[src/rtl/traffic_phase_ctrl.sv]
// traffic_phase_ctrl
//   Four-phase intersection controller: main through, main left arrow,
//   cross through, cross left arrow. Sensor demand is latched into sticky
//   requests; phases without demand are skipped. Every phase change runs
//   GO -> Y -> ALL_STOP, and ALL_STOP picks the next phase in ring order.
//   A free-running prescaler produces a one-clk tick every TICK_COUNT+1
//   clocks; all phase timing is counted in ticks.
//
// Ports
//   clk          system clock
//   reset_n      asynchronous reset, active low
//   sensors[4:0] [0] left main, [1] left cross, [2] cross traffic,
//                [3] walk main, [4] walk cross
//   main_lights  {red,yellow,green,yellow_arrow,green_arrow}, one-hot
//   cross_lights same encoding as main_lights
//   walk_main    pedestrian walk, main direction (held through MAIN_GO)
//   walk_cross   pedestrian walk, cross direction (held through CROSS_GO)
//   count        ticks remaining in the current phase (raw)
//   state_out    state code, for debug/display
module traffic_phase_ctrl #(
  parameter int TICK_COUNT = 49999999,
  parameter int CNT_W      = 4,
  parameter int GREEN_T    = 5,
  parameter int YELLOW_T   = 3,
  parameter int ARROW_T    = 4,
  parameter int ARROW_Y_T  = 2,
  parameter int ALLRED_T   = 2
) (
  input  logic             clk,
  input  logic             reset_n,
  input  logic [4:0]       sensors,
  output logic [4:0]       main_lights,
  output logic [4:0]       cross_lights,
  output logic             walk_main,
  output logic             walk_cross,
  output logic [CNT_W-1:0] count,
  output logic [3:0]       state_out
);

  typedef enum logic [3:0] {
    MAIN_GO  = 4'd0,
    MAIN_Y   = 4'd1,
    MARW_GO  = 4'd2,
    MARW_Y   = 4'd3,
    CROSS_GO = 4'd4,
    CROSS_Y  = 4'd5,
    CARW_GO  = 4'd6,
    CARW_Y   = 4'd7,
    ALL_STOP = 4'd8
  } state_t;

  localparam int PRE_W = (TICK_COUNT > 0) ? $clog2(TICK_COUNT + 1) : 1;
  localparam logic [PRE_W-1:0] PRE_MAX = PRE_W'(TICK_COUNT);

  localparam logic [CNT_W-1:0] GREEN_C   = CNT_W'(GREEN_T);
  localparam logic [CNT_W-1:0] YELLOW_C  = CNT_W'(YELLOW_T);
  localparam logic [CNT_W-1:0] ARROW_C   = CNT_W'(ARROW_T);
  localparam logic [CNT_W-1:0] ARROW_Y_C = CNT_W'(ARROW_Y_T);
  localparam logic [CNT_W-1:0] ALLRED_C  = CNT_W'(ALLRED_T);

  localparam logic [4:0] L_RED  = 5'b10000;
  localparam logic [4:0] L_YEL  = 5'b01000;
  localparam logic [4:0] L_GRN  = 5'b00100;
  localparam logic [4:0] L_YARW = 5'b00010;
  localparam logic [4:0] L_GARW = 5'b00001;

  // Index of the last GO phase served: 0 main, 1 main arrow, 2 cross, 3 cross arrow.
  localparam logic [1:0] IDX_MAIN  = 2'd0;
  localparam logic [1:0] IDX_MARW  = 2'd1;
  localparam logic [1:0] IDX_CROSS = 2'd2;
  localparam logic [1:0] IDX_CARW  = 2'd3;

  state_t           state;
  state_t           state_d;
  logic [CNT_W-1:0] count_d;
  logic [PRE_W-1:0] prescaler;
  logic             tick;
  logic             rq_marw, rq_carw, rq_cross, rq_wm, rq_wc;
  logic [1:0]       last_go;
  logic             walk_main_q, walk_cross_q;
  state_t           next_go;
  logic [CNT_W-1:0] next_go_t;
  logic             any_req;
  logic             entering;

  assign tick      = (prescaler == PRE_MAX);
  assign any_req   = rq_marw | rq_cross | rq_carw;
  assign entering  = (state_d != state);
  assign state_out = state;
  assign walk_main  = walk_main_q;
  assign walk_cross = walk_cross_q;

  // Ring search starting strictly after the last GO served. MAIN_GO is the
  // fallback because it is always eligible and closes the ring.
  always_comb begin
    next_go   = MAIN_GO;
    next_go_t = GREEN_C;
    if (last_go == IDX_MAIN && rq_marw) begin
      next_go   = MARW_GO;
      next_go_t = ARROW_C;
    end else if (last_go <= IDX_MARW && rq_cross) begin
      next_go   = CROSS_GO;
      next_go_t = GREEN_C;
    end else if (last_go <= IDX_CROSS && rq_carw) begin
      next_go   = CARW_GO;
      next_go_t = ARROW_C;
    end
  end

  // Next state / countdown. The count only moves on a tick; a phase ends on
  // the tick that sees count==1 and the next duration loads in that clk.
  // MAIN_GO is the rest phase: with no demand it parks at count 0 and keeps
  // the green, leaving on the first tick that sees a pending request.
  always_comb begin
    state_d = state;
    count_d = count;
    case (state)
      MAIN_GO: begin
        if (tick) begin
          if (count <= CNT_W'(1)) begin
            if (any_req) begin
              state_d = MAIN_Y;
              count_d = YELLOW_C;
            end else begin
              count_d = '0;
            end
          end else begin
            count_d = count - CNT_W'(1);
          end
        end
      end
      MARW_GO, CROSS_GO, CARW_GO,
      MAIN_Y, MARW_Y, CROSS_Y, CARW_Y, ALL_STOP: begin
        if (tick) begin
          if (count <= CNT_W'(1)) begin
            case (state)
              MARW_GO:  begin state_d = MARW_Y;  count_d = ARROW_Y_C; end
              CROSS_GO: begin state_d = CROSS_Y; count_d = YELLOW_C;  end
              CARW_GO:  begin state_d = CARW_Y;  count_d = ARROW_Y_C; end
              ALL_STOP: begin state_d = next_go; count_d = next_go_t; end
              default:  begin state_d = ALL_STOP; count_d = ALLRED_C; end
            endcase
          end else begin
            count_d = count - CNT_W'(1);
          end
        end
      end
      // Codes 9-15 recover to ALL_STOP on the next clk without waiting for a tick.
      default: begin
        state_d = ALL_STOP;
        count_d = ALLRED_C;
      end
    endcase
  end

  always_ff @(posedge clk or negedge reset_n) begin
    if (!reset_n) begin
      state        <= ALL_STOP;
      count        <= ALLRED_C;
      prescaler    <= '0;
      rq_marw      <= 1'b0;
      rq_carw      <= 1'b0;
      rq_cross     <= 1'b0;
      rq_wm        <= 1'b0;
      rq_wc        <= 1'b0;
      // Last served = cross arrow, so the first ALL_STOP exit selects MAIN_GO.
      last_go      <= IDX_CARW;
      walk_main_q  <= 1'b0;
      walk_cross_q <= 1'b0;
    end else begin
      prescaler <= tick ? '0 : prescaler + PRE_W'(1);
      state     <= state_d;
      count     <= count_d;

      if (entering) begin
        case (state_d)
          MAIN_GO:  last_go <= IDX_MAIN;
          MARW_GO:  last_go <= IDX_MARW;
          CROSS_GO: last_go <= IDX_CROSS;
          CARW_GO:  last_go <= IDX_CARW;
          default:  last_go <= last_go;
        endcase
      end

      // Sticky requests: sensors are ignored while the serving GO is active,
      // and entry into the serving GO clears the request even if the sensor
      // is high in that same clk.
      rq_marw  <= (entering && state_d == MARW_GO) ? 1'b0
                : rq_marw | (sensors[0] && state != MARW_GO);
      rq_carw  <= (entering && state_d == CARW_GO) ? 1'b0
                : rq_carw | (sensors[1] && state != CARW_GO);
      rq_cross <= (entering && state_d == CROSS_GO) ? 1'b0
                : rq_cross | ((sensors[2] | sensors[4]) && state != CROSS_GO);
      rq_wc    <= (entering && state_d == CROSS_GO) ? 1'b0
                : rq_wc | (sensors[4] && state != CROSS_GO);
      rq_wm    <= (entering && state_d == MAIN_GO) ? 1'b0
                : rq_wm | (sensors[3] && state != MAIN_GO);

      // Walk is decided once at GO entry and held for the whole GO.
      if (entering && state_d == MAIN_GO) begin
        walk_main_q <= rq_wm;
      end else if (state_d != MAIN_GO) begin
        walk_main_q <= 1'b0;
      end
      if (entering && state_d == CROSS_GO) begin
        walk_cross_q <= rq_wc;
      end else if (state_d != CROSS_GO) begin
        walk_cross_q <= 1'b0;
      end
    end
  end

  // Moore light decode straight from the state register.
  always_comb begin
    main_lights  = L_RED;
    cross_lights = L_RED;
    case (state)
      MAIN_GO:  main_lights  = L_GRN;
      MAIN_Y:   main_lights  = L_YEL;
      MARW_GO:  main_lights  = L_GARW;
      MARW_Y:   main_lights  = L_YARW;
      CROSS_GO: cross_lights = L_GRN;
      CROSS_Y:  cross_lights = L_YEL;
      CARW_GO:  cross_lights = L_GARW;
      CARW_Y:   cross_lights = L_YARW;
      default: begin
        main_lights  = L_RED;
        cross_lights = L_RED;
      end
    endcase
  end

endmodule

[config.mk]
export PLATFORM = sky130hd
export DESIGN_NAME = traffic_phase_ctrl
export DESIGN_NICKNAME = d
export VERILOG_FILES = /design/src/rtl/traffic_phase_ctrl.sv
export SDC_FILE = /design/constraint.sdc
export NUM_CORES = 1
export LEC_CHECK = 0
export CORE_MARGIN = 5
export CORE_UTILIZATION = 45
export CTS_CLUSTER_SIZE = 16
export DETAILED_ROUTE_END_ITERATION = 16
export GPL_TIMING_DRIVEN = 0
export HOLD_SLACK_MARGIN = 0.02
export PLACE_DENSITY = 0.73
export SKIP_CTS_REPAIR_TIMING = 1
export SLEW_MARGIN = 0
export SYNTH_ARGS = -nofsm -noshare
export SYNTH_HDL_FRONTEND = slang
export SYNTH_SLANG_ARGS = --single-unit
[constraint.sdc]
create_clock -name clk -period 3.1 [get_ports clk]
set_input_delay 0.62 -clock clk [delete_from_list [all_inputs] [get_ports clk]]
set_output_delay 0.62 -clock clk [all_outputs]
set_load 0.1 [all_outputs]
# Yosys cells after proc, flatten, opt, wreduce, memory -nomap -nowiden
# Cells that the tools add are included.
# Widths: inputs -> output; s select.
# word_totals
inputBits	7
register_bits	43
wordCells	99
# op_classes
n_addsub	2
n_reduce_logical	23
bitwise	8
order_cmp	3
eq_ne	19
mux	33
# ops
cell	n
$mux 4	10
$pmux 5 s4	2
$add 26x1->26 const B	1
$eq 26x26->1 const B	1
$mux 26	1
$eq 4x3->1 const B	6
$pmux 4 s2	3
$pmux 4 s4	1
$eq 4x2->1 const B	3
$logic_and 1x1->1	12
$mux 1	12
$ne 4x3->1 const B	3
$reduce_bool 4->1	3
$logic_not 4->1	2
$or 1x1->1	8
$pmux 2 s4	1
$reduce_or 8->1	1
$mux 3	2
$eq 4x1->1 const B	1
$eq 4x4->1 const B	1
$le 4x1->1 const B	1
$ne 2x2->1 const B	2
$ne 4x2->1 const B	1
$ne 4x4->1	1
7 further kinds	9

# Logic depth before layout (Yosys ltp)
# Gate-level depths: netlist (run 1).
# logic_depth
depth_word	12
depth_mapped	8
depth_no_buf	8

# Worst setup path after synthesis (run 1)
# Ideal clock, no wire load.
# synth_path
path_type	reg-to-output
from	register state[2], in the netlist state_out[2]
to	output cross_lights[2]
slack_ns	-1.547
required_time_ns	2.480
arrival_time_ns	4.027
n_path_buf	1
stages_incl_launch_ff	4
cell_sequence	dfrtp_1 nand2b_1 buf_1 nor3_1
# synth_via
elab_chain_len	2
elab_cells_between_ends	5
# synth_lines
element	line_no	rtl
from (decl)	73	state_t state;
from (signal assigned)	172	state <= state_d;
$eq 4x3->1	217	case (state)
$pmux 5 s4 *	217	
to (decl)	33	output logic [4:0] cross_lights,
# Mark *: on every way between the ends. The rest lies on a longest branch, timed or not.

# Worst setup path in the final report (run 1)
# layout_path
from	register state[2], in the netlist state_out[2]
to	output main_lights[2]
# layout_via
elab_chain_len	2
elab_cells_between_ends	5
# layout_lines
element	line_no	rtl
$eq 4x2->1, or another cell as far along	217	
$pmux 5 s4 *	217	
to (decl)	32	output logic [4:0] main_lights,
# Marked as above.

==> reports/results.ini, run 1 <==
[run_status]
status=completed

[worst_setup_path]
slowest_delay_ns=0.73
start_kind=flop
cp.arrival_ns=2.37
reg2regPathDepth=8
worstSetupPathType=flop to primary output
crit_chain=or2_1 -> clkbuf_2 -> or3_4 -> clkinvlp_4 -> dlymetal6s2s_1
cp.required_ns=2.48
r2r-end=count[0]
rr_startpoint=count[1]
worstPathMaxFanout=9
slowest_stage=dlymetal6s2s_1
r2r_setup_slack_ns=0.68
end_kind=primary output

[synthesis]
synth_cell_type_count=53
synth_top_family_by_area=simple AND/OR/NAND/NOR gates
yosysSeqAreaShare_pct=45.59
synthFlopType=dfrtp_1
yosysMostFrequentCell=dfrtp_1
synthTopCellsByArea=dfrtp_1 41%, nor2_1 5.7%, xnor2_1 4.8%
yosys.area_share.simple_pct=31.45
yosysTopAreaCell=dfrtp_1
synth_common_cells=39 x dfrtp_1, 36 x nor2_1, 21 x nand2_1
yosysWarnings=0
syn-num-nets=262
synth_adder_area_share_pct=1.583
yosysTopAreaCellShare_pct=41.16
ys_ff_latch=43
synth_compound_area_share_pct=9.657
synth_enable_flop_cells=0
synthCells=252
avgSynthCellArea_um2=9.409
ys_async_sr_fraction_pct=100.0
synth_area_um2=2371
synthXorXnorAreaFrac_pct=7.018
synthMuxAreaShare_pct=1.372

[drt]
wl_per_cell_um=13.73
drt_wl_total_mm=4.902
wl_met3_um=174
drc_errors=0
top_layer=met4
firstDrtPassIters=4
drt_iter0_markers=125
vias=1885
vias_per_cell=5.280
detail-route-antenna-nets=0
routed-wl-met2_mm=2.266
wl_met1_mm=2.415

[timing]
fin_crit_ns=2.993
max_slew.worst_pin.slew_ns=0.9825
fmax_ghz=0.3341
period_share_pct=96.55
finalHoldViolCount=0
final-setup-viol-count=0
fin_setup_tns_ns=0
fin_ws_ns=0.1070
grt_setup_unrepaired=false
relSlewSlack_pct=34.30
slew_viol_final=0
finClkSkew_ns=0.007017

[global_routing]
antenna_found_initial=0
grt_start_max_net_pins=23
grt_overflow=0
grt_pass1_vias=1844
gr-usage-all-layers_pct=16.46
grt_pass1_wl_mm=8.659

[layout]
nets=296
nFillCells=444
final_util_pct=57.06
area_delta_synth_final_pct=22.90
antennaDiodeCount=0
drive_above_1_share_pct=15.68
stdcell_count=357

[clock_network]
cts_buffers=5
cts.path.max_buffers=2
ctsRootBufferMaster=clkbuf_8
cts.clk_slew.worst_paths_ns=0.08
htree_levels=2
cts_tree=yes
cts.sinks=43
worstSkewPairLatency_ns=0.29

[min_path]
worstHoldPathType=input port to asynchronous set/reset pin

[placed_design]
hpwl_mm=3.699
place_inst=349
place_ws_ns=0.01597
io_buffer_count=26
routabilityCongestion=0.8327

[flow_run]
drv_cap=0

[floorplanning]
dieArea_um2=6820
coreArea_um2=5107
io-pin-count=27
start_util_pct=46.42
die_w_um=82.59
placementRows=26
die_h_um=82.59

[power_and_ir_drop]
ir_drop_mv=0.2351
power_w=0.001032
powerDensity_nw_per_um2=354.3
leakage_nw=1.337

## where the power goes
group	total, W	internal [W]	switching (W)
Clock	0.000449	0.000261	0.000188
Sequential	0.000561	0.000561	0.0000000000000000000570
Combinational	0.0000231	0.0000102	0.0000130
Total	0.00103	0.000831	0.000201
## state kept, by name, indices dropped and copies added, names as in the netlist
register,count
walk_main,1
prescaler,26
state_out,4
count,4
rq_cross,1
rq_marw,1
rq_carw,1
last_go,2
rq_wm,1
walk_cross,1
rq_wc,1
## critical path, delay by kind of cell (launching register included)
kind | cells | cell delay, ns
buf+inv | 3 | 0.98
simple gates | 2 | 0.62
flops | 1 | 0.48
## cell type report
type	instances	area [um2]	share of cell area, %
well taps	70	87.58	3.006
multi-input cells	189	1237	42.46
clock buffers	6	82.58	2.834
flip-flops and latches	43	1082	37.14
inverters	12	48.80	1.675
repair buffers	27	297.8	10.22
plain buffers	8	42.54	1.460
clock inverters	2	35.03	1.202
## cells by family after synthesis
| family | after synthesis |
|---|---|
| mux | 3 |
| xor+xnor | 19 |
| fa+ha+maj | 3 |
| buf+inv | 20 |
| simple gates | 128 |
| flops | 43 |
| compound gates | 36 |
## through the flow
step                hold slack, ns  instance area [um2]
finish                      0.3009                 2914
global route                0.3465                 2914
CTS                         0.3125                 2899
detailed placement          0.4715                 2781
global placement            0.4666                 2759
floorplan                   0.3244                 2411
## layout by cell type, fill, tap and decap left out, drive strengths merged, types with 4 or more instances in the layout
cell type / n
a21oi: 14
and3: 4
buf: 5
clkbuf: 11
clkdlybuf4s50: 16
dfrtp: 39
dfstp: 4
dlymetal6s2s: 8
inv: 11
nand2: 21
nand2b: 5
nand3: 16
nand4: 7
nor2: 37
nor3: 10
o21ai: 9
or3: 8
xnor2: 13
xor2: 6
## routing by layer
metal	track usage (%)	vias to the layer above
li1	-	947
met1	23.68	900
met2	25.24	30
met3	3.362	8
met4	4.248	0
met5	0	-
## worst max path at each step
stage | cells after the start | endpoint | from
global route | 5 | main_lights[2] | state_out[2]
detailed placement | 4 | cross_lights[4] | state_out[3]
floorplan | 4 | cross_lights[2] | state_out[3]
finish | 5 | main_lights[2] | state_out[2]
global placement | 4 | cross_lights[4] | state_out[3]
CTS | 4 | cross_lights[4] | state_out[3]
Power figures use the tool's default switching activity.
==> run 2, diff against run 1 <==
- SETUP_SLACK_MARGIN: default -> 0.05
==> run 2 against run 1 <==
Compared with the run above:
- critical path depth fell by 2
- die area did not move
- largest power group unchanged
- flip-flop and latch count did not move
- largest cell class unchanged
==> reports/results.ini, run 2 (same netlist as run 1, synthesis figures left out) <==
[run_status]
status=completed

[worst_setup_path]
cp.required_ns=2.48  ; about the same
slowest_delay_ns=1.17  ; +0.44 ns
worstSetupPathType=flop to primary output
worstPathMaxFanout=6  ; -3
critPathLaunch=state_out[3]
crit_chain=or2_1 -> clkbuf_2 -> clkdlybuf4s50_1
reg2regPathDepth=8  ; unchanged
start_kind=flop
cp.arrival_ns=2.32  ; -0.05 ns
end_kind=primary output
r2r-end=count[0]
r2r_setup_slack_ns=0.69  ; about the same
slowest_stage=clkdlybuf4s50_1
rr_startpoint=count[1]

[floorplanning]
coreArea_um2=5107  ; unchanged
start_util_pct=46.42  ; unchanged
die_w_um=82.59  ; unchanged
dieArea_um2=6820  ; unchanged
placementRows=26  ; unchanged
io-pin-count=27  ; unchanged
die_h_um=82.59  ; unchanged

[layout]
area_delta_synth_final_pct=22.27
antennaDiodeCount=0  ; unchanged
drive_above_1_share_pct=16.38  ; +0.70 points
nFillCells=448  ; +0.90%
post-route-cell-area_um2=2899  ; -0.52%
final_cell_mix=38 x dfrtp_1, 30 x nor2_1, 21 x nand2_1, 16 x nand3_1, 16 x clkdlybuf4s50_1
nets=296  ; unchanged
layout_commonest_cell=dfrtp_1
largest_reg_flops=26  ; unchanged
largest-register=prescaler

[global_routing]
grt_overflow=0  ; unchanged
antenna_found_initial=0  ; unchanged
gr-usage-all-layers_pct=16.46  ; unchanged
grt_pass1_vias=1844  ; unchanged
use_met1_pct=23.68  ; unchanged
grt_pass1_wl_mm=8.659  ; unchanged
gr-usage-met3_pct=3.362  ; unchanged
use_met2_pct=25.24  ; unchanged
top_usage_layer=met2
grt_start_max_net_pins=23  ; unchanged

[timing]
period_share_pct=94.73  ; -1.8 points
grt_setup_unrepaired=false
fin_ws_ns=0.1634  ; +0.05639 ns
max_slew.worst_pin.slew_ns=0.9877  ; +0.005249 ns
slew_viol_final=0  ; unchanged
finalHoldViolCount=0  ; unchanged
relSlewSlack_pct=34.04  ; -0.25 points
fin_crit_ns=2.937  ; -0.05639 ns
fmax_ghz=0.3405  ; +1.9%
final-setup-viol-count=0  ; unchanged
finalHoldWorstSlack_ns=0.3012  ; +0.0002370 ns
finClkSkew_ns=0.007808  ; +0.0007903 ns

[power_and_ir_drop]
powerDensity_nw_per_um2=356.4  ; +0.60%
power_frac_seq_pct=54.3  ; about the same
ir_drop_mv=0.2351  ; about the same
netSwitchingFraction_pct=19.53  ; +0.063 points
leakage_nw=1.319  ; -1.3%
power_w=0.001033  ; about the same
clock_power_share_pct=43.5  ; about the same
internal_power_w=0.0008315  ; about the same
p_sw_w=0.0002018  ; +0.40%
p_comb_share_pct=2.2  ; about the same

[placed_design]
hpwl_mm=3.699  ; unchanged
routabilityCongestion=0.8327  ; unchanged
io_buffer_count=26  ; unchanged
place_ws_ns=0.01597  ; unchanged
place_area_um2=2781  ; unchanged

[drt]
drc_errors=0  ; unchanged
wl_per_cell_um=13.78  ; +0.33%
drt_wl_total_mm=4.918  ; +0.33%
vias_per_cell=5.317  ; +0.69%
firstDrtPassIters=4  ; unchanged
drt_iter0_markers=101  ; -19%
detail-route-antenna-nets=0  ; unchanged
vias=1898  ; +0.69%

[clock_network]
cts.path.max_buffers=2  ; unchanged
worstSkewPairLatency_ns=0.29  ; about the same
cts_tree=yes
htree_levels=2  ; unchanged
ctsRootBufferMaster=clkbuf_8
cts_buffers=5  ; unchanged
cts.sinks=43  ; unchanged
cts.clk_slew.worst_paths_ns=0.08  ; about the same

[min_path]
worstHoldPathType=input port to asynchronous set/reset pin

[flow_run]
drv_cap=0  ; unchanged

==> run 2: layer usage <==
layer	wire length [um]	vias up
li1	-	946
met1	2454	919
met2	2293	27
met3	135	6
met4	35	0
met5	0	-
==> run 2: layout make-up <==
type / instances / area [um2] / area share, %
buffer: 8 / 42.54 / 1.467
clock buffer: 6 / 82.58 / 2.849
clock inverter: 2 / 35.03 / 1.208
inverter: 12 / 48.80 / 1.683
multi-input combinational: 189 / 1237 / 42.68
sequential: 43 / 1082 / 37.33
tap: 70 / 87.58 / 3.021
timing repair buffer: 27 / 282.8 / 9.754
==> run 2: worst max-delay path, delay by kind of cell, from the launching register on <==
family,cells,cell delay [ns]
buf+inv,2,1.37
flops,1,0.56
simple gates,1,0.10
==> run 2: metrics by stage <==
stage | setup TNS (ns) | instances | utilization [%]
finish | 0 | 357 | 56.76
global route | 0 | 357 | 56.76
CTS | -1.577 | 357 | 56.76
detailed placement | 0 | 349 | 54.46
global placement | 0 | 348 | 54.02
floorplan | 0 | 252 | -
==> run 2: how the worst max path moves through the flow <==
stage	slack [ns]	cells past startpoint	endpoint
after floorplan	0.06	4	cross_lights[2]
after global placement	0.02	4	cross_lights[4]
after detailed placement	0.02	4	cross_lights[4]
after CTS	-0.31	4	cross_lights[4]
after global routing	0.09	3	main_lights[4]
final	0.16	3	main_lights[4]
==> run 2: power groups by stage <==
stage          Clock, W  Sequential, W  Combinational [W]
2_1_floorplan         0       0.000572         0.00000132
3_3_place_gp          0       0.000572          0.0000203
3_5_place_dp          0       0.000572          0.0000241
4_1_cts        0.000462       0.000561          0.0000242
5_1_grt        0.000487       0.000561          0.0000273
6_report       0.000450       0.000561          0.0000232
